## src/rtl/text_char_streamer.sv

```systemverilog
// Snapshots the finished custom-text buffer and streams it to the overlay one character per handshake.
// Optional TEXT_STREAM_UPPERCASE_EN folds lowercase ASCII to upper case on char_out.
module text_char_streamer #(
    parameter int TEXT_LEN_MAX = 20
) (
    input  logic                      clock_27mhz,
    input  logic                      reset,
    input  logic [TEXT_LEN_MAX*8-1:0] char_array,
    input  logic                      char_array_rdy,
    input  logic [5:0]                num_char,
    input  logic                      frame_start,
    input  logic                      char_ready,
    output logic                      char_valid,
    output logic [7:0]                char_out,
    output logic [5:0]                char_col,
    output logic                      char_last,
    output logic                      stream_done
);

    // state  | meaning
    // IDLE   | waiting for a rising edge of char_array_rdy
    // STREAM | presenting snapshot char idx until accepted
    // HOLD   | stream finished, snapshot kept for frame replays
    typedef enum logic [1:0] {
        IDLE   = 2'd0,
        STREAM = 2'd1,
        HOLD   = 2'd2
    } state_t;

    localparam logic [5:0] LEN_MAX6 = 6'(TEXT_LEN_MAX);

    state_t                    state, state_next;
    logic                      rdy_prev;
    logic [TEXT_LEN_MAX*8-1:0] snapshot, snapshot_next;
    logic [5:0]                count, count_next;
    logic [5:0]                idx, idx_next;
    logic                      done_next;
    logic                      valid_next;
    logic [7:0]                out_next;
    logic [5:0]                col_next;
    logic                      last_next;
    logic [5:0]                count_clamped;
    logic                      rdy_rise;

    function automatic logic [7:0] pick_char(input logic [TEXT_LEN_MAX*8-1:0] arr,
                                             input logic [5:0] i);
        logic [7:0] b;
        b = '0;
        for (int k = 0; k < TEXT_LEN_MAX; k++) begin
            if (i == 6'(k)) b = arr[8*(TEXT_LEN_MAX-k)-1 -: 8];
        end
        return b;
    endfunction

    function automatic logic [7:0] fold_case(input logic [7:0] b);
`ifdef TEXT_STREAM_UPPERCASE_EN
        return (b >= 8'h61 && b <= 8'h7A) ? b - 8'h20 : b;
`else
        return b;
`endif
    endfunction

    assign rdy_rise      = char_array_rdy && !rdy_prev;
    assign count_clamped = (num_char > LEN_MAX6) ? LEN_MAX6 : num_char;

    always_comb begin
        state_next    = state;
        snapshot_next = snapshot;
        count_next    = count;
        idx_next      = idx;
        done_next     = 1'b0;
        case (state)
            IDLE: begin
                if (rdy_rise) begin
                    snapshot_next = char_array;
                    count_next    = count_clamped;
                    idx_next      = '0;
                    if (count_clamped == '0) begin
                        state_next = HOLD;
                        done_next  = 1'b1;
                    end else begin
                        state_next = STREAM;
                    end
                end
            end
            STREAM: begin
                // Dropping rdy abandons the stream without a done pulse.
                if (!char_array_rdy) begin
                    state_next = IDLE;
                end else if (char_ready) begin
                    if (idx == count - 6'd1) begin
                        state_next = HOLD;
                        done_next  = 1'b1;
                    end else begin
                        idx_next = idx + 6'd1;
                    end
                end
            end
            HOLD: begin
                if (!char_array_rdy) begin
                    state_next = IDLE;
                end else if (frame_start) begin
                    idx_next = '0;
                    if (count == '0) done_next = 1'b1;
                    else             state_next = STREAM;
                end
            end
            default: state_next = IDLE;
        endcase
    end

    // Outputs are registered from the next-state view so nothing combinational reaches the ports.
    always_comb begin
        valid_next = (state_next == STREAM);
        out_next   = '0;
        col_next   = '0;
        last_next  = 1'b0;
        if (valid_next) begin
            out_next  = fold_case(pick_char(snapshot_next, idx_next));
            col_next  = idx_next;
            last_next = (idx_next == count_next - 6'd1);
        end
    end

    always_ff @(posedge clock_27mhz) begin
        if (reset) begin
            state <= IDLE;
        end else begin
            state <= state_next;
        end
    end

    always_ff @(posedge clock_27mhz) begin
        if (reset) begin
            rdy_prev    <= 1'b0;
            snapshot    <= '0;
            count       <= '0;
            idx         <= '0;
            char_valid  <= 1'b0;
            char_out    <= '0;
            char_col    <= '0;
            char_last   <= 1'b0;
            stream_done <= 1'b0;
        end else begin
            rdy_prev    <= char_array_rdy;
            snapshot    <= snapshot_next;
            count       <= count_next;
            idx         <= idx_next;
            char_valid  <= valid_next;
            char_out    <= out_next;
            char_col    <= col_next;
            char_last   <= last_next;
            stream_done <= done_next;
        end
    end

endmodule

```

## config.mk

```make
export PLATFORM = sky130hd
export DESIGN_NAME = text_char_streamer
export DESIGN_NICKNAME = d
export VERILOG_FILES = /design/src/rtl/text_char_streamer.sv
export SDC_FILE = /design/constraint.sdc
export NUM_CORES = 1
export LEC_CHECK = 0
export CORE_ASPECT_RATIO = 0.7
export CORE_MARGIN = 5
export CORE_UTILIZATION = 47
export CTS_CLUSTER_SIZE = 24
export DETAILED_ROUTE_END_ITERATION = 12
export PLACE_DENSITY = 0.77
export RECOVER_POWER = 25
export SYNTH_ARGS = -nofsm -noshare
export SYNTH_HDL_FRONTEND = slang
export SYNTH_SLANG_ARGS = --single-unit
```

## constraint.sdc

```tcl
create_clock -name clock_27mhz -period 3.4 [get_ports clock_27mhz]
set_clock_uncertainty 0.15 [all_clocks]
set_input_delay 0.68 -clock clock_27mhz [delete_from_list [all_inputs] [get_ports clock_27mhz]]
set_output_delay 0.68 -clock clock_27mhz [all_outputs]
set_load 0.01 [all_outputs]
```

==> results of run 1 <==
-- state kept, by name, indices dropped and copies added (netlist names) --
| register | count |
|---|---|
| snapshot | 160 |
| char_out | 8 |
| char_col | 6 |
| count | 6 |
| idx | 6 |
| state | 2 |
| char_last | 1 |
| char_valid | 1 |
| rdy_prev | 1 |
| stream_done | 1 |
-- cells in the final DEF, fill, tap and decap left out, types with 6 or more instances in the layout --
master	Yosys	layout
dfxtp_1	192	190
clkbuf_16	0	18
o31ai_1	11	7
nand4_1	11	11
nand2b_1	7	6
xnor2_1	10	9
a31oi_1	8	8
inv_1	8	8
buf_6	1	9
mux2i_1	91	90
buf_12	0	12
clkdlybuf4s50_1	0	169
o21ai_0	35	27
buf_4	1	194
nand3_1	16	14
nand2_2	0	6
nand2_1	205	199
nor2_1	143	141
o211ai_1	13	13
nor3_1	20	17
or2_2	8	8
ha_1	7	7
a21oi_1	139	132
mux4_2	20	20
dlygate4sd3_1	0	17
o21ai_1	1	7
-- cell families after synthesis --
| logic type | share of synthesized area |
|---|---|
| multiplexers | 0.148 |
| AND/OR/NAND/NOR | 0.205 |
| XOR/XNOR | 0.0139 |
| adder cells (fa/ha/maj) | 0.00929 |
| flip-flops | 0.408 |
| AO/OA/AOI/OAI | 0.175 |
| buffers and inverters | 0.0408 |
-- worst max-delay path by stage --
| stage | start | end | slack, ps | cells after the start |
|---|---|---|---|---|
| finish | count[3]$_SDFF_PP0_ | char_out[4]$_SDFF_PP0_ | -220 | 14 |
| global placement | char_array_rdy | char_out[2]$_SDFF_PP0_ | -510 | 13 |
| global route | count[3]$_SDFF_PP0_ | char_out[2]$_SDFF_PP0_ | -280 | 14 |
| floorplan | count[4]$_SDFF_PP0_ | char_out[5]$_SDFF_PP0_ | -90 | 13 |
| CTS | count[3]$_SDFF_PP0_ | char_out[5]$_SDFF_PP0_ | -120 | 15 |
| detailed placement | char_array_rdy | char_out[1]$_SDFF_PP0_ | -490 | 14 |
-- area by class of cell --
cell class                      instances  area, um2  share of cell area
Clock buffer                           17        425              0.0302
Clock inverter                         15        151              0.0108
Inverter                                8       30.0             0.00213
Multi-Input combinational cell        853       5540               0.394
Sequential cell                       192       3850               0.274
Tap cell                              270        338              0.0240
Timing Repair Buffer                  410       3740               0.266
-- through the flow --
stage                     cells  setup WS (ps)  cell area [um2]  hold WS (ps)
after floorplan            1136          -87.6             9450           279
after global placement     1717           -513            13000           285
after detailed placement   1717           -488            13000           296
after CTS                  1754           -125            13800           305
after global routing       1765           -277            14100           319
final                      1765           -221            14100           304
-- repair_timing --
action | in CTS | in global routing
cloned | 0 | 1
resized for setup | 31 | 55
setup buffers | 5 | 10
hold buffers | 0 | 0
setup endpoints to repair | 9 | 9
pin swaps | 16 | 19
-- layer usage --
metal	vias up	GRT usage	part of all wire
li1	4695	-	-
met1	4822	0.408	0.44
met2	547	0.429	0.45
met3	52	0.0670	0.096
met4	0	0.0662	0.019
met5	-	0	0
-- power by group --
| group | switching (W) | internal, W |
|---|---|---|
| Clock | 0.000995 | 0.000974 |
| Combinational | 0.000626 | 0.000650 |
| Sequential | 0.0000462 | 0.00238 |
| Total | 0.00167 | 0.00401 |
-- worst max-delay path: stages, from the launching register on --
cell and delay [ps]:
dfxtp_2 320, or3_4 380, or4_4 440, a211oi_4 210
buf_6 170, nand4_1 230, o211ai_1 240, clkbuf_16 240
buf_4 180, nor2_1 60, a222oi_1 300, a21oi_1 130
o21ai_1 140, and4_1 230, o32ai_2 60
==> impl_results.md, run 1 <==
- Starting Density: 0.477
- WL final: 34.3 mm
- R2r startpoint: count[3]$_SDFF_PP0_
- First-pass GRT wire length: 50.8 mm
- Flop2flop setup slack: -220 ps
- Total number of vias: 10100
- DIE AREA: 0.0230 mm2
- Total core area: 0.0197 mm2
- Post-synth EDFFs: 0
- Mapped Area: 0.00943 mm2
- # rows: 43
- Initial antenna violation count: 0
- Achievable Freq: 276 MHz
- Maximum VDD drop: 0.262 mV
- Antenna-violating nets left: 0
- Routed length per instance: 19.4 um
- Clock Latency Late Sink: 440 ps
- Clock Path Buffers: 2
- Crit path launch type: register
- I/O pins: 188
- Layout cell share with drive strength beyond 1: 0.235
- GP Congestion: 0.948
- HPWL after DPL: 25.2 mm
- TritonRoute pass-1 iters: 5
- CTS buffer count: 17
- Status: finished with violations
- Critical Path Fanout Max: 9
- CTS Sinks: 192
- Relative slew slack: 0.367
- Remaining Overflow, GRT: 0
- Avg Cell Area, Syn: 8.30 um2
- Top-count cell post-synth: nand2_1
- Die height: 128 um
- CP arrival: 3790 ps
- Cell Pwr Density: 403 mW/mm2
- Post-synthesis cell type count: 71
- # nets final: 1660
- Syn Nets: 1314
- H-tree depth: 4
- Final Max Slew Viols: 0
- Largest net degree at the start of global routing: 91
- Setup ws final: -221 ps
- Minimum clock period: 3620 ps
- Number of global-route vias before repair: 9489
- GRT Util Overall: 0.282
- Min-delay src: snapshot[133]$_SDFF_PP0_
- Hold endpoint: snapshot[133]$_SDFF_PP0_
- Top-area cell type share of the netlist area: 0.408
- Final setup viols: 9
- Synth top cells by count: 205 x nand2_1, 192 x dfxtp_1, 143 x nor2_1
- I/O Buffers: 187
- Sequential element share of the synthesized area: 0.408
- Synthesized flop and latch total: 192
- Critical path required time: 3570 ps
- Die W: 179 um
- Clock transition at path regs: 70 ps
- Initial DRC count: 1163
- Final period util: 1.06
- Via density: 5.73
- Util after Layout: 0.713
- Lkg Pwr: 5.64 nW
- P&R area growth vs syn: 49.3%
- Fin. Hold Viols: 0
- Least-Margin Pin Slew: 950 ps
- Setup_tns: -1360 ps
- Hold Path Depth: 2
- Hold crit path type: reg2reg
- Syn Inst Count: 1136
- Worst r2r path cells: 14
- Failing checks: negative setup slack
- Synth area leaders: dfxtp_1 41%, mux2i_1 9.7%, nand2_1 8.2%
- CTS Root Cell: clkbuf_16
- Ys async rst share: 0
- CTS tree: done
- Ant. Diodes: 0
- Number of remaining DRC errors: 0
- CP endpoint kind: register
- RSZ-0062 raised after global routing: yes
- Synthesis Warnings: 0
- CP Class: reg2reg
- Post-synth top area cell: dfxtp_1
- FILL cells: 1524
- Tot Pwr: 0.00567 W
- Ys flop type: dfxtp_1
- Maxcap violations: 0
- Reg-to-reg endpoint: char_out[4]$_SDFF_PP0_
(Power assumes the default switching activity.)
==> run 2: changes to the inputs <==
--- a/config.mk
+++ b/config.mk
@@ -6,10 +6,11 @@
 export NUM_CORES = 1
 export LEC_CHECK = 0
 export CORE_ASPECT_RATIO = 0.7
-export CORE_MARGIN = 5
+export CORE_MARGIN = 2
 export CORE_UTILIZATION = 47
 export CTS_CLUSTER_SIZE = 24
 export DETAILED_ROUTE_END_ITERATION = 12
+export GPL_TIMING_DRIVEN = 0
 export PLACE_DENSITY = 0.77
 export RECOVER_POWER = 25
 export SYNTH_ARGS = -nofsm -noshare
==> constraint.sdc (replaced) <==
create_clock -name clock_27mhz -period 3.4 [get_ports clock_27mhz]
set_clock_uncertainty 0.15 [all_clocks]
set_input_delay 0.51 -clock clock_27mhz [delete_from_list [all_inputs] [get_ports clock_27mhz]]
set_output_delay 0.51 -clock clock_27mhz [all_outputs]
set_load 0.01 [all_outputs]
==> run 2 against run 1 <==
The flow still finishes with violations (negative setup slack). Maximum frequency down 2.8%. Clock-buffer cell count up 1. Worst hold slack about the same. Routed wire length up 15%. Design area down 4.5%. Largest power group unchanged. Highest routed layer unchanged.
==> impl_results.md, run 2 (synthesis results as in run 1) <==
- Critical Path Fanout Max: 6 (-3)
- Crit path launch type: register
- Layout cell share with drive strength beyond 1: 0.181 (-0.0543)
- CTS Root Cell: clkbuf_16
- Antenna-violating nets left: 0 (unchanged)
- Regs by FF count: snapshot x160, char_out x8
- Clock transition at path regs: 80 ps (about the same)
- Final period util: 1.10 (+0.0309)
- Fin. Hold Viols: 0 (unchanged)
- Lkg Pwr: 5.18 nW (-8.2%)
- FILL cells: 1614 (+5.9%)
- Minimum clock period: 3730 ps (+105 ps)
- # nets final: 1567 (-5.6%)
- First-pass GRT wire length: 57.1 mm (+12%)
- Initial antenna violation count: 0 (unchanged)
- Number of global-route vias before repair: 9562 (+0.77%)
- Largest net degree at the start of global routing: 19 (-79%)
- Clock Latency Late Sink: 450 ps (about the same)
- Crit path top cell by count: buf_4
- Die height: 122 um (-4.7%)
- P_sw: 0.00173 W (+4.0%)
- Starting Density: 0.477 (unchanged)
- Least-Margin Pin Slew: 852 ps (-97.9 ps)
- Initial DRC count: 1508 (+30%)
- Maxcap violations: 0 (unchanged)
- TritonRoute pass-1 iters: 6 (+1)
- WL final: 39.4 mm (+15%)
- Placed cells: 1591 (-7.3%)
- DIE AREA: 0.0212 mm2 (-7.9%)
- Post-place setup slack: -1590 ps (-1100 ps)
- Setup ws final: -326 ps (-105 ps)
- CTS tree: done
- CP Class: reg2reg
- Switching Fraction: 0.300 (+0.00569)
- Status: finished with violations
- Util after Layout: 0.681 (-0.0317)
- Non-filler cells, final: 1672 (-5.3%)
- Met1 WL: 16.2 mm (+8.8%)
- Max reg flops: 160 (unchanged)
- CTS Hold Bufs: 0 (unchanged)
- Slowest stage delay, CP: 350 ps (-90 ps)
- Relative slew slack: 0.432 (+0.0653)
- Die W: 173 um (-3.3%)
- Internal: 0.00405 W (+1.2%)
- Setup_tns: -2240 ps (-872 ps)
- Clock group share of total power: 0.370 (+0.023)
- Commonest non-fill, non-tap cell in the layout: nand2_1
- Achievable Freq: 268 MHz (-2.8%)
- Remaining Overflow, GRT: 0 (unchanged)
- # rows: 43 (unchanged)
- Logic gate share of total power: 0.211 (-0.014)
- Failing checks: negative setup slack
- Total number of vias: 10200 (+1.2%)
- I/O pins: 188 (unchanged)
- Via density: 6.12 (+6.8%)
- CP arrival: 3930 ps (+140 ps)
- Hold crit path type: reg2reg
- I/O Buffers: 185 (-1.1%)
- Reg with most FFs: snapshot
- GRT Util Overall: 0.361 (+0.0790)
- Final setup viols: 9 (unchanged)
- Cell Pwr Density: 431 mW/mm2 (+6.8%)
- Ant. Diodes: 0 (unchanged)
- Maximum VDD drop: 0.303 mV (+15%)
- HPWL after DPL: 27.6 mm (+9.5%)
- P&R area growth vs syn: 42.6%
- Number of remaining DRC errors: 0 (unchanged)
- Worst hold margin: 304 ps (-0.156 ps)
- Worst-path cell chain: buf_4 > xor2_1 > o311ai_2 > nand2_1 > buf_4 > buf_4 > o31a_1 > and2_4 > clkbuf_16 > buf_8 > buf_12 > buf_2 > a31oi_1 > o21ai_0 > nand3_1 > o2111ai_1 > o211ai_1
- CP endpoint kind: register
- CTS buffer count: 17 (unchanged)
- Uppermost layer routed: met4
- Crit-path slowest cell: dfxtp_4
- RSZ-0062 raised after global routing: yes
- Met3 wire length: 5.64 mm (+71%)
- WL met2: 16.4 mm (+6.3%)
- Critical path required time: 3600 ps (+30 ps)
- Total core area: 0.0197 mm2 (unchanged)
- H-tree depth: 4 (unchanged)
- GP Congestion: 0.985 (+3.9%)
- Routed length per instance: 23.6 um (+22%)
- Most frequent cells in the layout: 199 x nand2_1, 186 x dfxtp_1, 168 x clkdlybuf4s50_1
- CTS Sinks: 192 (unchanged)
- Final Max Slew Viols: 0 (unchanged)
- Part of the power in registers: 0.419 (-0.009)
- Clock Path Buffers: 2 (unchanged)
==> run 2: cell types whose count changed in the layout (fill, tap and decap cells not counted), moves of 4 or more <==
cell	previous run	this run
buf_4	194	57
nor2_1	141	136
dfxtp_1	190	186
buf_2	0	8
clkbuf_1	3	29
buf_12	12	6
nor2_4	2	6
clkbuf_2	1	5
buf_8	1	6
==> run 2: metal layers <==
layer  vias to the layer above  global-route usage
met4                         0               0.120
li1                       4516                   -
met3                       120              0.0963
met2                       772               0.533
met1                      4825               0.513
met5                         -                   0
==> run 2: metrics by stage <==
step / total power, W / cell area, um2
global placement: 0.00353 / 11600
finish: 0.00579 / 13400
floorplan: 0.00305 / 9440
global route: 0.00592 / 13400
CTS: 0.00570 / 13100
detailed placement: 0.00354 / 11600
==> run 2: area by class of cell <==
cell class	count	area, um2	share of cell area
buffer	79	576	0.0428
clock buffer	18	439	0.0327
clock inverter	14	173	0.0128
inverter	8	30.0	0.00223
multi-input combinational	853	5680	0.422
sequential	192	3860	0.287
tap	270	338	0.0251
timing repair buffer	238	2350	0.175
==> run 2: power groups by stage <==
stage	registers, W	clock network (W)	logic [W]
2_1_floorplan	0.00247	0	0.000586
3_3_place_gp	0.00247	0	0.00105
3_5_place_dp	0.00248	0	0.00107
4_1_cts	0.00242	0.00213	0.00115
5_1_grt	0.00244	0.00220	0.00128
6_report	0.00243	0.00214	0.00122
==> run 2: what timing repair did <==
action	4_1_cts	5_1_grt
gates resized for setup	176	58
gates cloned	0	2
setup buffers	41	12
pin swaps	45	29
endpoints found under the hold margin	0	0
endpoints found under the setup margin	118	51
==> run 2: final timing paths <==
kind | cells after the start | to | from | slack, ps
max reg2reg | 17 | char_out[1]$_SDFF_PP0_ | count[4]$_SDFF_PP0_ | -330
max | 17 | char_out[1]$_SDFF_PP0_ | count[4]$_SDFF_PP0_ | -330
min | 2 | snapshot[147]$_SDFF_PP0_ | snapshot[147]$_SDFF_PP0_ | 300
min reg2reg | 2 | snapshot[147]$_SDFF_PP0_ | snapshot[147]$_SDFF_PP0_ | 300
==> run 2: critical path, delay by kind of cell (launching register included) <==
| family | cells | cell delay [ps] |
|---|---|---|
| compound gates | 6 | 1380 |
| xor+xnor | 1 | 170 |
| buf+inv | 7 | 1110 |
| flops | 1 | 350 |
| simple gates | 3 | 470 |
==> run 3: changes to the inputs <==
--- a/config.mk
+++ b/config.mk
@@ -10,6 +10,7 @@
 export CORE_UTILIZATION = 47
 export CTS_CLUSTER_SIZE = 24
 export DETAILED_ROUTE_END_ITERATION = 12
+export GPL_ROUTABILITY_DRIVEN = 1
 export GPL_TIMING_DRIVEN = 0
 export PLACE_DENSITY = 0.77
 export RECOVER_POWER = 25
==> results of run 3 <==
The final DEF is identical to that of run 2; final timing and power are the same.
